[config.mk]
export PLATFORM = sky130hd
export DESIGN_NAME = memory_bus_arbiter_flat
export DESIGN_NICKNAME = d
export VERILOG_FILES = /design/src/rtl/memory_bus_arbiter_pkg.sv /design/src/rtl/memory_bus_arbiter_if.sv /design/src/rtl/memory_bus_arbiter_rr_priority_picker.sv /design/src/rtl/memory_bus_arbiter.sv /design/src/flat_wrapper.sv
export SDC_FILE = /design/constraint.sdc
export NUM_CORES = 1
export LEC_CHECK = 0
export CORE_AREA = 2 2 226 228
export CTS_CLUSTER_DIAMETER = 150
export DETAILED_ROUTE_END_ITERATION = 8
export DIE_AREA = 0 0 228 230
export PLACE_DENSITY = 0.46
export RECOVER_POWER = 100
export SYNTH_ARGS = -nofsm -noshare
export SYNTH_HDL_FRONTEND = slang
export SYNTH_SLANG_ARGS = --single-unit
[constraint.sdc]
create_clock -name clk -period 15.7 [get_ports clk]
set_input_delay 3.14 -clock clk [delete_from_list [all_inputs] [get_ports clk]]
set_output_delay 3.14 -clock clk [all_outputs]
set_load 0.02 [all_outputs]
[src/rtl/memory_bus_arbiter_pkg.sv]
// Shared types for the multi-core memory bus arbiter: FSM states, physical
// address type and the latched request record.
package memory_bus_pkg;

  localparam int PHYS_ADDR_W   = 21;
  localparam int MAX_DATA_W    = 64;
  localparam int MAX_CORE_ID_W = 4;

  typedef logic [PHYS_ADDR_W-1:0] phys_memory_address_t;

  typedef enum logic [1:0] {
    IDLE    = 2'd0,
    ISSUE   = 2'd1,
    WAIT    = 2'd2,
    RESPOND = 2'd3
  } arb_state_t;

  typedef struct packed {
    logic                     write;
    phys_memory_address_t     addr;
    logic [MAX_DATA_W-1:0]    wdata;
    logic [MAX_CORE_ID_W-1:0] core;
  } mem_req_t;

  // Width of a core index; a single core still needs one bit.
  function automatic int core_id_w(input int n);
    return (n > 1) ? $clog2(n) : 1;
  endfunction

endpackage

[src/rtl/memory_bus_arbiter_if.sv]
// Per-core request/response channels plus the shared DRAM bus, as seen by the
// arbiter (slave) and by the cores/DRAM around it (master).
interface memory_bus_arbiter_if #(
  parameter int NUM_CORES = 4,
  parameter int ADDR_W    = 21,
  parameter int DATA_W    = 64
);
  localparam int CORE_ID_W = memory_bus_pkg::core_id_w(NUM_CORES);

  logic [NUM_CORES-1:0]        req_valid;
  logic [NUM_CORES-1:0]        req_ready;
  logic [NUM_CORES-1:0]        req_write;
  logic [NUM_CORES*ADDR_W-1:0] req_addr;
  logic [NUM_CORES*DATA_W-1:0] req_wdata;
  logic [NUM_CORES-1:0]        resp_valid;
  logic                        resp_err;
  logic [DATA_W-1:0]           resp_rdata;
  logic                        mem_req_valid;
  logic                        mem_req_ready;
  logic                        mem_req_write;
  logic [ADDR_W-1:0]           mem_req_addr;
  logic [DATA_W-1:0]           mem_req_wdata;
  logic [CORE_ID_W-1:0]        mem_req_core;
  logic                        mem_resp_valid;
  logic [DATA_W-1:0]           mem_resp_rdata;
  logic                        busy;

  modport slave (
    input  req_valid, req_write, req_addr, req_wdata,
    input  mem_req_ready, mem_resp_valid, mem_resp_rdata,
    output req_ready, resp_valid, resp_err, resp_rdata,
    output mem_req_valid, mem_req_write, mem_req_addr, mem_req_wdata, mem_req_core,
    output busy
  );

  modport master (
    output req_valid, req_write, req_addr, req_wdata,
    output mem_req_ready, mem_resp_valid, mem_resp_rdata,
    input  req_ready, resp_valid, resp_err, resp_rdata,
    input  mem_req_valid, mem_req_write, mem_req_addr, mem_req_wdata, mem_req_core,
    input  busy
  );

endinterface

[src/rtl/memory_bus_arbiter_rr_priority_picker.sv]
// Round-robin priority picker: first asserted request scanning from rr_ptr
// upward, wrapping modulo NUM_CORES. Purely combinational.
module rr_priority_picker #(
  parameter int NUM_CORES = 4,
  parameter int IDX_W     = memory_bus_pkg::core_id_w(NUM_CORES)
) (
  input  logic [NUM_CORES-1:0] req,
  input  logic [IDX_W-1:0]     rr_ptr,
  output logic [NUM_CORES-1:0] grant,
  output logic [IDX_W-1:0]     grant_idx
);

  // One spare bit so rr_ptr + i can exceed NUM_CORES-1 before wrapping.
  logic [IDX_W:0] pos;
  logic           found;

  always_comb begin
    grant     = '0;
    grant_idx = '0;
    found     = 1'b0;
    pos       = '0;
    for (int i = 0; i < NUM_CORES; i++) begin
      pos = {1'b0, rr_ptr} + (IDX_W+1)'(i);
      if (pos >= (IDX_W+1)'(NUM_CORES)) pos = pos - (IDX_W+1)'(NUM_CORES);
      if (!found && req[pos[IDX_W-1:0]]) begin
        found                  = 1'b1;
        grant[pos[IDX_W-1:0]]  = 1'b1;
        grant_idx              = pos[IDX_W-1:0];
      end
    end
  end

endmodule

[src/rtl/memory_bus_arbiter.sv]
// Round-robin arbiter of NUM_CORES request channels onto one DRAM bus with a
// single outstanding transaction and a per-transaction response timeout.
module memory_bus_arbiter import memory_bus_pkg::*; #(
  parameter int NUM_CORES      = 4,
  parameter int ADDR_W         = 21,
  parameter int DATA_W         = 64,
  parameter int TIMEOUT_CYCLES = 1024
) (
  input logic                 clk,
  input logic                 reset,
  memory_bus_arbiter_if.slave bus
);

  localparam int IDX_W = core_id_w(NUM_CORES);
  localparam int CNT_W = (TIMEOUT_CYCLES > 1) ? $clog2(TIMEOUT_CYCLES) : 1;
  localparam logic [CNT_W-1:0] CNT_LAST =
    CNT_W'((TIMEOUT_CYCLES > 0) ? TIMEOUT_CYCLES - 1 : 0);

  if (ADDR_W != PHYS_ADDR_W || DATA_W > MAX_DATA_W || NUM_CORES < 1 || NUM_CORES > 16)
  begin : g_bad_params
    $error("memory_bus_arbiter: unsupported ADDR_W/DATA_W/NUM_CORES");
  end

  arb_state_t           state;
  logic [IDX_W-1:0]     rr_ptr;
  logic [IDX_W-1:0]     rr_next;
  logic [CNT_W-1:0]     cnt;
  logic                 err_q;
  mem_req_t             req_q;
  logic [DATA_W-1:0]    rdata_q;
  logic [NUM_CORES-1:0] grant;
  logic [IDX_W-1:0]     grant_idx;
  logic                 handshake;

  rr_priority_picker #(.NUM_CORES(NUM_CORES), .IDX_W(IDX_W)) u_picker (
    .req       (bus.req_valid),
    .rr_ptr    (rr_ptr),
    .grant     (grant),
    .grant_idx (grant_idx)
  );

  assign handshake = (state == IDLE) && (|bus.req_valid);

  always_comb begin
    rr_next = IDX_W'(req_q.core + 1'b1);
    if (req_q.core >= MAX_CORE_ID_W'(NUM_CORES - 1)) rr_next = '0;
  end

  always_ff @(posedge clk) begin
    if (reset) begin
      state  <= IDLE;
      rr_ptr <= '0;
      cnt    <= '0;
      err_q  <= 1'b0;
    end else begin
      unique case (state)
        IDLE: if (handshake) state <= ISSUE;
        ISSUE: if (bus.mem_req_ready) begin
          state <= WAIT;
          cnt   <= '0;
        end
        WAIT: begin
          cnt <= cnt + 1'b1;
          // A response arriving in the expiry cycle takes precedence over the timeout.
          if (bus.mem_resp_valid) begin
            err_q <= 1'b0;
            state <= RESPOND;
          end else if (TIMEOUT_CYCLES != 0 && cnt == CNT_LAST) begin
            err_q <= 1'b1;
            state <= RESPOND;
          end
        end
        RESPOND: begin
          rr_ptr <= rr_next;
          state  <= IDLE;
        end
        default: state <= IDLE;
      endcase
    end
  end

  // Owner (core field) is the only part of the latch that is reset.
  always_ff @(posedge clk) begin
    if (reset) begin
      req_q.core <= '0;
    end else if (handshake) begin
      req_q <= '{write: bus.req_write[grant_idx],
                 addr:  bus.req_addr[grant_idx*ADDR_W +: ADDR_W],
                 wdata: MAX_DATA_W'(bus.req_wdata[grant_idx*DATA_W +: DATA_W]),
                 core:  MAX_CORE_ID_W'(grant_idx)};
    end
  end

  always_ff @(posedge clk) begin
    if (state == WAIT) rdata_q <= bus.mem_resp_valid ? bus.mem_resp_rdata : '0;
  end

  // Every output is qualified by state, so unreset datapath latches never leak out.
  assign bus.req_ready     = (state == IDLE) ? grant : '0;
  assign bus.mem_req_valid = (state == ISSUE);
  assign bus.mem_req_write = (state == ISSUE) && req_q.write;
  assign bus.mem_req_addr  = (state == ISSUE) ? req_q.addr : '0;
  assign bus.mem_req_wdata = (state == ISSUE) ? req_q.wdata[DATA_W-1:0] : '0;
  assign bus.mem_req_core  = (state == ISSUE) ? req_q.core[IDX_W-1:0] : '0;
  assign bus.resp_valid    = (state == RESPOND) ? (NUM_CORES'(1) << req_q.core) : '0;
  assign bus.resp_err      = (state == RESPOND) && err_q;
  assign bus.resp_rdata    = (state == RESPOND) ? rdata_q : '0;
  assign bus.busy          = (state != IDLE);

endmodule

[src/flat_wrapper.sv]
// flat-port wrapper written by rule: the top's interface ports become plain ports
module memory_bus_arbiter_flat import memory_bus_pkg::*;
#(
  parameter int NUM_CORES      = 4,
  parameter int ADDR_W         = 21,
  parameter int DATA_W         = 64,
  parameter int TIMEOUT_CYCLES = 1024
)
  (clk, reset, bus_req_valid, bus_req_write, bus_req_addr, bus_req_wdata, bus_mem_req_ready, bus_mem_resp_valid, bus_mem_resp_rdata, bus_req_ready, bus_resp_valid, bus_resp_err, bus_resp_rdata, bus_mem_req_valid, bus_mem_req_write, bus_mem_req_addr, bus_mem_req_wdata, bus_mem_req_core, bus_busy);
  memory_bus_arbiter_if #(.NUM_CORES(NUM_CORES), .ADDR_W(ADDR_W), .DATA_W(DATA_W)) bus_i ();
  input logic clk;
  input logic reset;
  input wire logic [$bits(bus_i.req_valid)-1:0] bus_req_valid;
  input wire logic [$bits(bus_i.req_write)-1:0] bus_req_write;
  input wire logic [$bits(bus_i.req_addr)-1:0] bus_req_addr;
  input wire logic [$bits(bus_i.req_wdata)-1:0] bus_req_wdata;
  input wire logic [$bits(bus_i.mem_req_ready)-1:0] bus_mem_req_ready;
  input wire logic [$bits(bus_i.mem_resp_valid)-1:0] bus_mem_resp_valid;
  input wire logic [$bits(bus_i.mem_resp_rdata)-1:0] bus_mem_resp_rdata;
  output wire logic [$bits(bus_i.req_ready)-1:0] bus_req_ready;
  output wire logic [$bits(bus_i.resp_valid)-1:0] bus_resp_valid;
  output wire logic [$bits(bus_i.resp_err)-1:0] bus_resp_err;
  output wire logic [$bits(bus_i.resp_rdata)-1:0] bus_resp_rdata;
  output wire logic [$bits(bus_i.mem_req_valid)-1:0] bus_mem_req_valid;
  output wire logic [$bits(bus_i.mem_req_write)-1:0] bus_mem_req_write;
  output wire logic [$bits(bus_i.mem_req_addr)-1:0] bus_mem_req_addr;
  output wire logic [$bits(bus_i.mem_req_wdata)-1:0] bus_mem_req_wdata;
  output wire logic [$bits(bus_i.mem_req_core)-1:0] bus_mem_req_core;
  output wire logic [$bits(bus_i.busy)-1:0] bus_busy;
  assign bus_i.req_valid = bus_req_valid;
  assign bus_i.req_write = bus_req_write;
  assign bus_i.req_addr = bus_req_addr;
  assign bus_i.req_wdata = bus_req_wdata;
  assign bus_i.mem_req_ready = bus_mem_req_ready;
  assign bus_i.mem_resp_valid = bus_mem_resp_valid;
  assign bus_i.mem_resp_rdata = bus_mem_resp_rdata;
  assign bus_req_ready = bus_i.req_ready;
  assign bus_resp_valid = bus_i.resp_valid;
  assign bus_resp_err = bus_i.resp_err;
  assign bus_resp_rdata = bus_i.resp_rdata;
  assign bus_mem_req_valid = bus_i.mem_req_valid;
  assign bus_mem_req_write = bus_i.mem_req_write;
  assign bus_mem_req_addr = bus_i.mem_req_addr;
  assign bus_mem_req_wdata = bus_i.mem_req_wdata;
  assign bus_mem_req_core = bus_i.mem_req_core;
  assign bus_busy = bus_i.busy;
  memory_bus_arbiter #(.NUM_CORES(NUM_CORES), .ADDR_W(ADDR_W), .DATA_W(DATA_W), .TIMEOUT_CYCLES(TIMEOUT_CYCLES)) u_core (.clk(clk), .reset(reset), .bus(bus_i));
endmodule
==> flow_summary_export.csv, run 1 <==
group,metric,value,unit
route,post-route-drc-count,0,
route,drt_iter0_drc,282,
critical_path,crit_path_max_fanout,49,
grt,grtUsageTotal,15.7,%
worst_hold_path,hold_class,"reg2reg",
synth,synthFlopType,"edfxtp_1",
synth,syn_area_per_cell,12.0,µm²
critical_path,worst_ep_arrival_time,10.75,ns
timing,setup_viol,0,
synth,synth_seq_cells,167,
synth,syn-cell-area,10200,µm²
job,drv_cap,8,
clocking,cts.repair.resized,0,
timing,worst-slew-pin-transition,3.89,ns
synth,yosysUniqueCellTypes,51,
place,gp_congestion,0.771,
die,die_area,52400,µm²
route,via_per_inst,4.05,
synth,yosysSeqAreaShare,47.6,%
pwr,leakage,5.91,nW
grt,grt_pass1_vias,8765,
clocking,ctsRootBufferMaster,"clkbuf_16",
timing,clock-skew-final,0.0115,ns
synth,synth_edf_count,150,
grt,grt_max_degree,131,
clocking,cts_tree,"yes",
critical_path,setup.worst_path.end_class,"flip-flop",
route,drt-total-wl,42.1,mm
route,drtAntennaViolNets,0,
grt,antenna_found_initial,16,
synth,synth_warnings,0,
critical_path,crit_path_start_kind,"primary input",
run_status,status,"complete, but fails checks",
timing,fin_tns_setup,0,ns
synth,postSynth.asyncResetShare,0,%
die,start_util,20.4,%
critical_path,criticalPathCategory,"in2reg",
clocking,cts_hold_buf,0,
synth,synth_top_area_share,44.2,%
die,ios,579,
die,core,49900,µm²
synth,yosysTopAreaCell,"edfxtp_1",
clocking,cts_max_path_buffers,2,
synth,synth_area_leaders,"edfxtp_1, mux2i_1, and2_1, dfxtp_1, ha_1",
die,fp.dieH,230,µm
timing,drv_slew,420,
clocking,clock_sinks,167,
pwr,vdd_drop_max,0.0000783,V
clocking,cts-buffers-inserted,17,
cells_and_area,drive_gt1_share,2.84,%
timing,hold_viol,0,
synth,syn_nets,1281,
die,fp-row-count,82,
grt,grt_pass1_wl,59.4,mm
run_status,violations,"max-capacitance violations, max-slew violations",
clocking,clock_latency,0.49,ns
critical_path,required,15.75,ns
pwr,power,2.00,mW
cells_and_area,final_nets,1827,
pwr,p_per_area,117,nW/µm²
timing,timing.hold.ws,0.483,ns
synth,syn_inst,848,
route,drt-pass1-iter-count,4,
timing,rsz0062_at_grt,"false",
clocking,post-cts-setup-buffer-count,0,
critical_path,reg2reg_slack,6.78,ns
timing,slew_headroom,-159,%
clocking,cts.htree.levels,4,
clocking,clk_pin_slew_worst_paths,0.08,ns
cells_and_area,area_delta_synth_final,67.5,%
place,portBuffers,578,
timing,post-route-min-period,10.71,ns
die,die_w,228,µm
place,hpwlAfterDp,32.6,mm
timing,fmax,93.4,MHz
route,vias,8461,
route,routedWlPerCell,20.2,µm
timing,fin_crit_sh,68.2,%
grt,gr-total-overflow,0,
final cells by class:
| class | count | area, µm² |
|---|---|---|
| fill | 5135 | 32800 |
| timing repair buffer | 588 | 5840 |
| multi-input combinational | 609 | 4920 |
| sequential | 167 | 4840 |
| tap | 672 | 841 |
| clock buffer | 18 | 429 |
| clock inverter | 13 | 124 |
| inverter | 11 | 41.3 |
| antenna | 9 | 22.5 |
Yosys cell counts (all sizes together), types with 2 or more instances:
cell type / instances
nor2: 21
or3: 2
o21a: 2
nand3: 5
a21oi: 15
xnor2: 2
nor2b: 2
dfxtp: 17
ha: 17
o21ai: 5
nand2b: 4
nand4: 2
buf: 32
nor3: 4
a211oi: 3
nor3b: 3
and3: 2
clkbuf: 29
and2: 222
inv: 11
mux2i: 262
a222oi: 4
nand2: 10
a21o: 2
edfxtp: 150
xor2: 4
per-layer routing:
layer,wire (µm),up-vias,part of all wire (%),global-route usage [%]
met4,844,6,2.0,5.02
li1,-,4131,-,-
met3,4200,49,10,7.73
met1,15900,3904,38,16.6
met2,21200,371,50,27.3
met5,45,-,0.11,0
where the power goes:
part,internal (mW),switching (mW)
clock network,0.219,0.206
logic,0.409,0.503
registers,0.635,0.0254
logic make-up after synthesis:
group | synth area share [%]
adder cells (fa/ha/maj) | 2.09
XOR/XNOR | 0.516
AND/OR/NAND/NOR | 16.4
buffers and inverters | 4.22
multiplexers | 26.1
flip-flops | 47.6
AO/OA/AOI/OAI | 3.12
worst paths after layout:
kind                          from               end  depth (start not counted)
hold / removal       u_core.cnt[8]     u_core.cnt[8]                          2
hold reg to reg      u_core.cnt[8]     u_core.cnt[8]                          2
setup reg to reg  u_core.rr_ptr[0]  u_core.req_q[69]                         10
setup / recovery  bus_req_valid[1]  u_core.req_q[69]                          8
state kept, by name, indices dropped and copies added (netlist names):
name            count
u_core.cnt         10
u_core.req_q       88
u_core.state        2
u_core.rdata_q     64
u_core.rr_ptr       2
u_core.err_q        1
critical path, stage by stage:
cell	delay, ns
dlygate4sd3_1	0.70
mux4_2	0.55
a211oi_1	0.22
nor2_1	0.10
a21oi_4	0.12
clkbuf_1	2.35
clkbuf_1	2.88
mux2i_1	0.58
per-stage QoR:
stage          worst slack [ns]  utilization, %  instance area [µm²]  cells
2_1_floorplan              7.92               -                10200    848
6_report                   4.99            34.2                17100   2087
5_1_grt                    4.50            34.2                17100   2082
3_3_place_gp               6.84            33.2                16500   2047
4_1_cts                    6.73            34.3                17100   2078
3_5_place_dp               6.74            33.2                16500   2047
layout by cell type (no fill, tap or decap), drive strengths merged, types with 3 or more instances in the layout:
| cell | Yosys | final |
|---|---|---|
| and2 | 222 | 222 |
| clkdlybuf4s50 | 0 | 502 |
| inv | 11 | 15 |
| nor3b | 3 | 3 |
| dfxtp | 17 | 17 |
| nor2 | 21 | 21 |
| xor2 | 4 | 4 |
| clkinvlp | 0 | 6 |
| edfxtp | 150 | 150 |
| nand3 | 5 | 5 |
| a211oi | 3 | 3 |
| clkbuf | 29 | 26 |
| nand2 | 10 | 10 |
| o21ai | 5 | 5 |
| nor3 | 4 | 4 |
| mux2i | 262 | 262 |
| a222oi | 4 | 4 |
| ha | 17 | 17 |
| nand2b | 4 | 4 |
| a21oi | 15 | 15 |
| dlygate4sd3 | 0 | 76 |
| diode | 0 | 9 |
Note: power is estimated with default switching activity, not from simulation.
==> run 2, diff against run 1 <==
--- a/config.mk
+++ b/config.mk
@@ -9,7 +9,7 @@
 export CTS_CLUSTER_DIAMETER = 150
 export DETAILED_ROUTE_END_ITERATION = 8
 export DIE_AREA = 0 0 228 230
-export PLACE_DENSITY = 0.46
+export PLACE_DENSITY = 0.48
 export RECOVER_POWER = 100
 export SYNTH_ARGS = -nofsm -noshare
 export SYNTH_HDL_FRONTEND = slang
==> constraint.sdc (replaced) <==
create_clock -name clk -period 8.73 [get_ports clk]
set_input_delay 1.746 -clock clk [delete_from_list [all_inputs] [get_ports clk]]
set_output_delay 1.746 -clock clk [all_outputs]
set_load 0.02 [all_outputs]
==> flow_summary_export.csv, run 2 (synthesis gave the netlist of run 1 again) <==
group,metric,value,unit
die,fp.dieH,230,µm
die,ios,579,
die,die_area,52400,µm²
cells_and_area,drive_gt1_share,2.56,%
route,routedWlPerCell,20.2,µm
die,start_util,20.4,%
grt,grt_pass1_wl,60.0,mm
pwr,p_per_area,210,nW/µm²
die,core,49900,µm²
route,drtAntennaViolNets,0,
timing,fmax,143,MHz
cells_and_area,layout_commonest_cell,"clkdlybuf4s50_1",
clocking,clock_latency,0.48,ns
clocking,clk_pin_slew_worst_paths,0.07,ns
grt,grt_max_degree,86,
clocking,cts_hold_buf,0,
clocking,cts.htree.levels,4,
cells_and_area,multiInputGateArea,4920,µm²
cells_and_area,largest_register_ffs,88,
critical_path,timing.rr.end,"u_core.req_q[69]",
clocking,cts_tree,"yes",
place,portBuffers,578,
critical_path,cp-endpoint,"u_core.req_q[69]",
timing,setup_viol,0,
critical_path,worstReg2RegStart,"u_core.rr_ptr[0]",
route,drt-pass1-iter-count,5,
clocking,ctsRootBufferMaster,"clkbuf_16",
critical_path,required,8.79,ns
critical_path,crit_path_max_fanout,82,
timing,hold_viol,0,
die,die_w,228,µm
critical_path,worst_ep_arrival_time,7.03,ns
grt,grt_pass1_vias,9016,
cells_and_area,top_regs,"u_core.req_q x88, u_core.rdata_q x64, u_core.cnt x10",
cells_and_area,ff_latch_area,4840,µm²
critical_path,criticalPathCategory,"in2reg",
timing,fin_tns_setup,0,ns
pwr,power,3.58,mW
clocking,cts.repair.resized,0,
critical_path,setup.worst_path.end_class,"flip-flop",
critical_path,reg2regPathDepth,9,
clocking,clock_sinks,167,
timing,timing.hold.ws,0.488,ns
cells_and_area,area_delta_synth_final,67.3,%
route,drt-total-wl,42.0,mm
critical_path,cp_slowest_cell,"clkbuf_2",
grt,grtUsageTotal,15.7,%
grt,antenna_found_initial,9,
critical_path,startpoint,"bus_req_valid[3]",
cells_and_area,post-route-util,34.2,%
worst_hold_path,hold_class,"reg2reg",
critical_path,crit_path_start_kind,"primary input",
timing,drv_slew,455,
place,hpwlAfterDp,32.7,mm
job,drv_cap,8,
timing,slew_headroom,-141,%
clocking,cts-buffers-inserted,17,
cells_and_area,nFillCells,5120,
cells_and_area,regMostFlops,"u_core.req_q",
route,post-route-drc-count,0,
critical_path,path_cells,"dlygate4sd3_1 -> mux4_2 -> a211oi_1 -> nor2_1 -> a21oi_1 -> clkbuf_2 -> mux2i_1",
die,fp-row-count,82,
route,vias,8634,
run_status,violations,"max-capacitance violations, max-slew violations",
place,placed_cell_area,16600,µm²
route,drt_iter0_drc,260,
run_status,status,"complete, but fails checks",
timing,worst-slew-pin-transition,3.61,ns
critical_path,reg2reg_slack,2.32,ns
cells_and_area,fin_area,17100,µm²
critical_path,critical_path.max_stage_delay,2.29,ns
cells_and_area,final_nets,1827,
timing,fin_crit_sh,79.9,%
timing,rsz0062_at_grt,"false",
place,gp_congestion,0.799,
cells_and_area,mostFrequentLayoutCells,"clkdlybuf4s50_1, mux2i_1, and2_0",
clocking,post-cts-setup-buffer-count,0,
timing,clock-skew-final,0.00893,ns
clocking,cts_max_path_buffers,2,
route,via_per_inst,4.15,
pwr,leakage,5.86,nW
timing,post-route-min-period,6.97,ns
pwr,vdd_drop_max,0.000135,V
grt,gr-total-overflow,0,
[run 2: per-stage QoR]
stage | std cells | setup WS, ns
5_1_grt | 2078 | 1.39
6_report | 2080 | 1.76
3_3_place_gp | 2047 | 2.56
4_1_cts | 2077 | 2.51
3_5_place_dp | 2047 | 2.53
2_1_floorplan | 848 | 2.44
[run 2: final cells by class]
type | instances | share of cell area [%]
clock buffers | 18 | 2.52
flip-flops and latches | 167 | 28.4
well taps | 672 | 4.93
inverters | 11 | 0.242
clock inverters | 12 | 0.653
multi-input cells | 609 | 28.8
diodes | 3 | 0.0440
repair buffers | 588 | 34.4
[run 2: how the worst min path moves through the flow]
stage | depth (start not counted) | from | slack, ns | to
finish | 2 | u_core.cnt[8] | 0.49 | u_core.cnt[8]
global route | 2 | u_core.cnt[8] | 0.51 | u_core.cnt[8]
detailed placement | 2 | u_core.cnt[8] | 0.49 | u_core.cnt[8]
floorplan | 2 | u_core.cnt[8] | 0.45 | u_core.cnt[8]
global placement | 2 | u_core.cnt[8] | 0.47 | u_core.cnt[8]
CTS | 2 | u_core.cnt[8] | 0.49 | u_core.cnt[8]
[run 2: report_power, final]
group / leakage (nW) / total (mW) / internal, mW / switching (mW)
Sequential: 1.55 / 1.19 / 1.14 / 0.0485
Clock: 0.266 / 0.748 / 0.411 / 0.337
Combinational: 4.04 / 1.65 / 0.754 / 0.892
[run 2: critical path: cells and delay by family]
family                 cells  cell delay [ns]
buffers and inverters      2             2.97
AND/OR/NAND/NOR            1             0.06
AO/OA/AOI/OAI              2             1.08
multiplexers               2             1.08
[run 2: metal layers]
metal | global-route usage (%) | routed length (µm)
met1 | 16.1 | 15500
met2 | 28.5 | 21600
met3 | 7.32 | 4120
met4 | 4.80 | 632
met5 | 0 | 45
